$ cat config.mk
export PLATFORM = sky130hd
export DESIGN_NAME = crc_frame_ctrl
export DESIGN_NICKNAME = d
export VERILOG_FILES = /design/src/rtl/crc_frame_ctrl.sv
export SDC_FILE = /design/constraint.sdc
export NUM_CORES = 1
export LEC_CHECK = 0
export CAP_MARGIN = 10
export CORE_ASPECT_RATIO = 1.1
export CORE_MARGIN = 3
export CORE_UTILIZATION = 56
export DETAILED_ROUTE_END_ITERATION = 8
export GPL_ROUTABILITY_DRIVEN = 1
export GPL_TIMING_DRIVEN = 0
export HOLD_SLACK_MARGIN = 0.08
export PLACE_DENSITY_LB_ADDON = 0.08
export SLEW_MARGIN = 20
export SYNTH_ARGS = -nofsm -noshare
export SYNTH_HDL_FRONTEND = slang
export SYNTH_SLANG_ARGS = --single-unit
$ cat constraint.sdc
create_clock -name clk -period 3.4 [get_ports clk]
set_input_delay 0.51 -clock clk [delete_from_list [all_inputs] [get_ports clk]]
set_output_delay 0.51 -clock clk [all_outputs]
set_load 0.01 [all_outputs]
$ cat src/rtl/crc_frame_ctrl.sv
// Byte-stream front end for a bit-serial CRC engine.
// Words arrive on a valid/ready stream, are serialised one bit per clock into
// the engine, and the final CRC plus word count are reported with a one-cycle
// crc_valid pulse when the word flagged last has been shifted in.

// Bit-serial CRC engine: non-reflected register, one input bit per valid cycle.
module crc_dynamic #(
    parameter int CRC_SIZE = 16
) (
    input  logic                clk,
    input  logic                rst,
    input  logic                valid,
    input  logic                data_in,
    input  logic [CRC_SIZE-1:0] initial_value,
    input  logic [CRC_SIZE-1:0] crc_poly,
    input  logic [CRC_SIZE-1:0] final_xor,
    output logic [CRC_SIZE-1:0] crc_out
);

    logic [CRC_SIZE-1:0] crc_q;
    logic                feedback;

    assign feedback = crc_q[CRC_SIZE-1] ^ data_in;
    assign crc_out  = crc_q ^ final_xor;

    // CRC register: reload while in reset, advance one bit per valid cycle
    always_ff @(posedge clk) begin
        if (rst) begin
            crc_q <= initial_value;
        end else if (valid) begin
            crc_q <= {crc_q[CRC_SIZE-2:0], 1'b0} ^ (feedback ? crc_poly : '0);
        end
    end

endmodule

// Framing controller.
//   state    | meaning
//   ST_IDLE  | no frame; engine held at cfg_init; ready for first word
//   ST_SHIFT | serialising the current word, one bit per cycle
//   ST_WAIT  | between words of a frame; engine CRC held
//   ST_DONE  | last word shifted; result captured on exit
module crc_frame_ctrl #(
    parameter int CRC_SIZE = 16,
    parameter int DATA_W   = 8,
    parameter int CNT_W    = 16
) (
    input  logic                clk,
    input  logic                rst,
    input  logic [CRC_SIZE-1:0] cfg_init,
    input  logic [CRC_SIZE-1:0] cfg_poly,
    input  logic [CRC_SIZE-1:0] cfg_xor,
    input  logic                cfg_lsb_first,
    input  logic [DATA_W-1:0]   s_data,
    input  logic                s_valid,
    input  logic                s_last,
    output logic                s_ready,
    input  logic                abort,
    output logic                busy,
    output logic                crc_valid,
    output logic [CRC_SIZE-1:0] crc_result,
    output logic [CNT_W-1:0]    byte_count
);

    localparam int BW = (DATA_W > 1) ? $clog2(DATA_W) : 1;

    typedef enum logic [1:0] {
        ST_IDLE,
        ST_SHIFT,
        ST_WAIT,
        ST_DONE
    } state_t;

    state_t              state_q, state_d;
    logic [DATA_W-1:0]   shift_q;
    logic [BW-1:0]       bit_cnt_q;
    logic                last_q;
    logic [CNT_W-1:0]    count_q;
    logic [CRC_SIZE-1:0] poly_q;
    logic [CRC_SIZE-1:0] xor_q;
    logic                lsb_q;
    logic                crc_valid_q;
    logic [CRC_SIZE-1:0] crc_result_q;
    logic [CNT_W-1:0]    byte_count_q;

    logic                accept;
    logic                done_exit;
    logic                eng_rst;
    logic                eng_valid;
    logic                eng_bit;
    logic [CRC_SIZE-1:0] eng_crc;

    // Next-state logic and stream-side decodes
    always_comb begin
        state_d   = state_q;
        s_ready   = 1'b0;
        accept    = 1'b0;
        done_exit = 1'b0;
        eng_valid = 1'b0;
        unique case (state_q)
            ST_IDLE: begin
                s_ready = 1'b1;
                accept  = s_valid && !abort;
                if (accept) state_d = ST_SHIFT;
            end
            ST_SHIFT: begin
                eng_valid = 1'b1;
                if (abort) begin
                    state_d = ST_IDLE;
                end else if (bit_cnt_q == '0) begin
                    state_d = last_q ? ST_DONE : ST_WAIT;
                end
            end
            ST_WAIT: begin
                s_ready = 1'b1;
                accept  = s_valid && !abort;
                if (abort) begin
                    state_d = ST_IDLE;
                end else if (accept) begin
                    state_d = ST_SHIFT;
                end
            end
            ST_DONE: begin
                done_exit = !abort;
                state_d   = ST_IDLE;
            end
            default: state_d = ST_IDLE;
        endcase
    end

    // State register
    always_ff @(posedge clk) begin
        if (rst) state_q <= ST_IDLE;
        else     state_q <= state_d;
    end

    // Word shift register and per-word bit down-counter
    always_ff @(posedge clk) begin
        if (rst) begin
            shift_q   <= '0;
            bit_cnt_q <= '0;
            last_q    <= 1'b0;
        end else if (accept) begin
            shift_q   <= s_data;
            bit_cnt_q <= BW'(DATA_W - 1);
            last_q    <= s_last;
        end else if (state_q == ST_SHIFT) begin
            shift_q <= lsb_q ? (shift_q >> 1) : (shift_q << 1);
            if (bit_cnt_q != '0) bit_cnt_q <= bit_cnt_q - 1'b1;
        end
    end

    // Frame configuration snapshot and saturating word count
    always_ff @(posedge clk) begin
        if (rst) begin
            poly_q  <= '0;
            xor_q   <= '0;
            lsb_q   <= 1'b0;
            count_q <= '0;
        end else if (accept && state_q == ST_IDLE) begin
            poly_q  <= cfg_poly;
            xor_q   <= cfg_xor;
            lsb_q   <= cfg_lsb_first;
            count_q <= CNT_W'(1);
        end else if (accept && count_q != '1) begin
            count_q <= count_q + 1'b1;
        end
    end

    // Result capture and one-cycle valid pulse
    always_ff @(posedge clk) begin
        if (rst) begin
            crc_valid_q  <= 1'b0;
            crc_result_q <= '0;
            byte_count_q <= '0;
        end else begin
            crc_valid_q <= done_exit;
            if (done_exit) begin
                crc_result_q <= eng_crc;
                byte_count_q <= count_q;
            end
        end
    end

    // Engine is reloaded from live cfg_init whenever no frame is open, so the
    // first-word handshake edge leaves it holding the value seen on that edge.
    assign eng_rst = rst || (state_q == ST_IDLE);
    assign eng_bit = lsb_q ? shift_q[0] : shift_q[DATA_W-1];

    crc_dynamic #(
        .CRC_SIZE (CRC_SIZE)
    ) u_engine (
        .clk           (clk),
        .rst           (eng_rst),
        .valid         (eng_valid),
        .data_in       (eng_bit),
        .initial_value (cfg_init),
        .crc_poly      (poly_q),
        .final_xor     (xor_q),
        .crc_out       (eng_crc)
    );

    assign busy       = (state_q != ST_IDLE);
    assign crc_valid  = crc_valid_q;
    assign crc_result = crc_result_q;
    assign byte_count = byte_count_q;

endmodule

## Word-level counts from Yosys, hierarchy flattened

Index checks and enable logic that the tools add are counted.

| word-level totals | value |
|---|---|
| output and inout bits | 35 |
| bits of input ports | 62 |
| word-level logic and storage cells | 61 |
| register bits after elaboration | 112 |

| cells by class | value |
|---|---|
| add/sub/neg operators | 2 |
| mux-type cells | 22 |
| equality and inequality tests | 5 |
| bitwise logic cells | 3 |
| reduce and logical (&&, ||, !) cells | 16 |

Operators with widths:

| cell | number |
|---|---|
| 16-bit 2-to-1 mux | 3 |
| 16-bit bitwise XOR | 2 |
| 8-bit 2-to-1 mux | 3 |
| 16-bit by 1-bit adder with 16-bit output (second input constant) | 1 |
| 16-bit != test (second input constant) | 1 |
| 2-bit nonzero test | 5 |
| 3-bit 2-to-1 mux | 3 |
| 1-bit 2-to-1 mux | 8 |
| 2-bit 2-to-1 mux | 4 |
| 2-bit case mux with 4 select lines | 1 |
| 2-bit == test (second input constant) | 2 |
| 2-bit OR reduction | 2 |
| 1-bit logical AND | 3 |
| 3-bit zero test | 1 |
| 3-bit != test (second input constant) | 1 |
| 3-bit nonzero test | 1 |
| 3-bit by 1-bit subtractor with 3-bit output (second input constant) | 1 |
| 2-bit by 1-bit == test with 1-bit output (second input constant) | 1 |
| 2-bit zero test | 1 |
| 2-bit AND reduction | 1 |
| 1-bit zero test | 1 |
| 1-bit logical OR | 1 |
| 1-bit bitwise XOR | 1 |

## Logic depth before layout (Yosys ltp)

| logic depth | value |
|---|---|
| word-level depth | 6 |
| mapped depth | 7 |
| gate-level depth less buffers | 6 |

## Hierarchy

Synthesis repeated with hierarchy kept, for this count alone.

| second synthesis, totals | value |
|---|---|
| cell total of the unflattened synthesis | 596 |
| area total of the unflattened synthesis | 4898.4 um2 |

Modules (own cells, without submodules):

| module | seq. area each (um2) | times used | area each (um2) | cells an instance |
|---|---|---|---|---|
| crc_frame_ctrl | 1921.8 | 1 | 3844.9 | 477 |
| crc_dynamic | 480.5 | 1 | 1053.5 | 119 |

## Worst setup path before layout

OpenSTA, ideal clock, no wires.

| timing | value |
|---|---|
| kind | input to register |
| from | input abort |
| to | register count_q[12] |
| slack | 1.592 ns |
| required time | 3.330 ns |
| library setup time | 0.070 ns |
| arrival time | 1.738 ns |
| cell stages on the path | 5 |
| path buffers | 1 |
| cell sequence | buf_6 -> nand4bb_2 -> or3_4 -> or3_1 -> a21oi_1 |

| on the way | value |
|---|---|
| word-level cells in the longest chain between the ends | 5 |
| elaborated cells between the ends (all ways) | 6 |
| those cells by class | mux (1); reduce/logical (5) |

Ends and longest elaborated chain:

| item | line | source |
|---|---|---|
| start, declared | 58 | `input logic abort,` |
| 1-bit zero test (*) | 103, 116 |  |
| 1-bit logical AND (*) | 103, 116 |  |
| 1-bit 2-to-1 mux (*) | n/a |  |
| 1-bit logical AND | 160 | `end else if (accept && state_q == ST_IDLE) begin` |
| 2-bit OR reduction (no source line) | n/a |  |
| end signal, assigned | 166 | `count_q <= count_q + 1'b1;` |
| end, declared | 78 | `logic [CNT_W-1:0] count_q;` |

Every way passes the cells marked *; elsewhere a longest branch is shown, timed or not.
A chain may end at the register's enable or synchronous reset.

## Final worst setup path

| timing | value |
|---|---|
| from | input s_valid |
| to | register xor_q[4] |

| on the way | value |
|---|---|
| word-level cells in the longest chain between the ends | 3 |

Ends and longest elaborated chain:

| item | line | source |
|---|---|---|
| start, declared | 55 | `input logic s_valid,` |
| 1-bit logical AND | 103, 116 |  |
| 1-bit 2-to-1 mux | n/a |  |
| 1-bit logical AND | 160 |  |
| end signal, assigned | 162 | `xor_q <= cfg_xor;` |
| end, declared | 80 | `logic [CRC_SIZE-1:0] xor_q;` |

Every way passes these cells.

==> impl_results.md <==
* Antenna viol nets, final at 0
* Register area at 2400 µm²
* Die ar. at 10000 µm²
* Setup TNS at 0 ps
* Multi-input logic area at 2300 µm²
* Yosys cell types at 49
* Worst R2R Start: lsb_q$_SDFFE_PP0P_
* TritonRoute pass-1 iters at 4
* Area growth from synthesis to layout at 25.6%
* Final WL at 12300 µm
* CTS tree: built
* Later-pin clock latency in the skew report at 390 ps
* Final Cell Area at 6220 µm²
* Hold WC Path Type: in2reg
* Min-Delay Endpoint: state_q[1]$_SDFFE_PP0P_
* Max Clock Freq at 447 MHz
* FF+latch count, synth at 112
* Post-synth top area share at 38.8%
* RSZ-0062 raised after global routing: false
* Sequential area share after synthesis at 48.5%
* Ys Warns at 0
* Initial antenna violation count at 0
* Fillers at 665
* Fin. Hold Viols at 0
* Total gr overflow at 0
* Post-synth top area cell: dfxtp_1
* Final worst slack at 1160 ps
* Max-slew violations at 0
* Clk buf depth at 2
* TritonCTS Sinks at 112
* Worst reg2reg path endpoint: u_engine.crc_q[7]$_DFFE_PP_
* Max cap viols at 0
* Kind of critical path: in2reg
* Final setup fails at 0
* Max VDD drop at 223 µV
* Overall Global Routing Usage at 25.2%
* Residual DRC count at 0
* DP Cell Count at 795
* Post CTS Setup Buffer Count at 0
* Power Density at 399 nW/µm²
* Most frequent cells in the layout: nand2_1, dfxtp_1, clkdlybuf4s50_1
* CTS H-tree depth at 3
* Clock transition at path regs at 110 ps
* Final period utilization at 65.9%
* Worst hold start: abort
* Hold buffer count at cts at 0
* WL per Instance at 15.2 µm
* Avg Inst Size Synth at 8.42 µm²
* Cell Area, Placed at 6050 µm²
* Setup Skew at 15.9 ps
* R2R depth at 6
* Outcome: finished clean
* Die Span Y at 105 µm
* Width of the chip at 95.7 µm
* Hold path cells at 2
* Vias per cell at 5.62
* Pin count of the biggest net entering global routing at 20
* IO buf count at 95
* Post-DP HPWL at 9320 µm
* Core area at 8500 µm²
* Clock period minus worst slack at 2240 ps
* CTS root buffer: clkbuf_8
* Starting density of the core at 58.4%
* Num CTS Buffers at 9
* Post-synth EDFFs at 16
* Ant. Diodes at 0
* Syn Std Cell Area at 4960 µm²
* IO Pins at 97
* Vias in the first global route at 4243
* Maximum fanout along the worst path at 10
* Global-route wire length before repair at 19900 µm
* Fin nets at 760
* Capturing element type of the critical path: flip-flop
* Rel. slew slack at 42.3%
* Lkg Pwr at 2.03 nW
* Vias post-DR at 4560
* Worst setup SP type: primary input
* Synth top area cells: dfxtp_1, edfxtp_1, nand2_1
* Iteration-0 DRC Markers at 193
* Post-synth net total at 654
* DP Worst Slack at 815 ps
* Worst EP required at 3700 ps
* Layout cells sized above 1 at 5.14%
* Worst slew pin tran at 859 ps
* Synth Instances at 589
* GP Congestion at 0.856
* Crit path arrival time at 2540 ps
* Ys flop type: dfxtp_1
* FP Rows at 35
* Resized Gates After CTS at 0
* Post-synth ARST share at 0%
* Worst reg-to-reg setup slack at 1280 ps
* Non-Filler Instances at 811
* Commonest non-fill, non-tap cell in the layout: nand2_1
[stage by stage]
stage	total power [W]	hold WS (ps)	utilization, %
3_5_place_dp	0.00176	446	71.2
3_3_place_gp	0.00174	441	71.2
6_report	0.00248	332	73.3
5_1_grt	0.00258	329	73.3
2_1_floorplan	0.00162	433	-
4_1_cts	0.00249	326	73.3
[cell usage after synthesis, drive strengths merged (9+ instances only)]
cell / instances
xnor2: 16
edfxtp: 16
buf: 11
mux2i: 9
o21ai: 23
a211oi: 20
clkbuf: 29
nor2: 42
or3: 23
dfxtp: 96
nand2: 122
inv: 20
a21oi: 70
a31oi: 18
[state kept, by name, indices dropped and copies added (netlist names), 2 cells and up]
| name | flops |
|---|---|
| xor_q | 16 |
| state_q | 2 |
| byte_count | 16 |
| poly_q | 16 |
| crc_result | 16 |
| bit_cnt_q | 3 |
| count_q | 16 |
| u_engine.crc_q | 16 |
| shift_q | 8 |
[power breakdown]
part	switching [W]	leakage [nW]	internal [W]	total (W)
registers	0.0000402	0.948	0.00139	0.00143
clock network	0.000472	0.0896	0.000279	0.000752
logic	0.000152	0.992	0.000147	0.000299
[worst max-delay path by stage]
| stage | from | endpoint | slack [ps] | cells past startpoint |
|---|---|---|---|---|
| after global routing | s_valid | xor_q[4]$_SDFFE_PP0P_ | 1000 | 5 |
| after floorplan | abort | count_q[12]$_SDFFE_PP0P_ | 1590 | 5 |
| after detailed placement | rst | u_engine.crc_q[7]$_DFFE_PP_ | 810 | 3 |
| after CTS | s_valid | xor_q[4]$_SDFFE_PP0P_ | 1180 | 5 |
| after global placement | rst | u_engine.crc_q[7]$_DFFE_PP_ | 860 | 3 |
| final | s_valid | xor_q[4]$_SDFFE_PP0P_ | 1160 | 5 |
[metal layers]
metal	vias up	wire (µm)	share of wire [%]	track usage [%]
li1	2262	-	-	-
met1	2112	4960	40	30.1
met2	165	6380	52	44.6
met4	0	269	2.2	9.76
met3	21	723	5.9	3.82
met5	-	0	0	0
[layout make-up]
cell class | count | area share (%)
Clock inverter | 6 | 0.804
Tap cell | 111 | 2.23
Inverter | 20 | 1.21
Sequential cell | 112 | 38.6
Clock buffer | 10 | 2.05
Timing Repair Buffer | 95 | 15.3
Buffer | 40 | 2.81
Multi-Input combinational cell | 417 | 37.0
[critical path, stage by stage]
cell and delay [ps]:
clkdlybuf4s50_1 620, nor4b_2 660, clkbuf_1 430, nand2_1 140, a21oi_1 180
[kinds of logic (layout without fill, tap and decap cells)]
family,Yosys count,in the layout,synth area share [%]
and+or+nand+nor,241,241,23.8
AOI/OAI and AO/OA,147,147,17.1
DFF,112,112,48.5
buffers and inverters,60,171,5.05
xor gates and xnor gates,17,17,3.00
muxes,9,9,1.82
adders and majority gates,3,3,0.757
No activity file was read; power rests on OpenSTA's default activity.
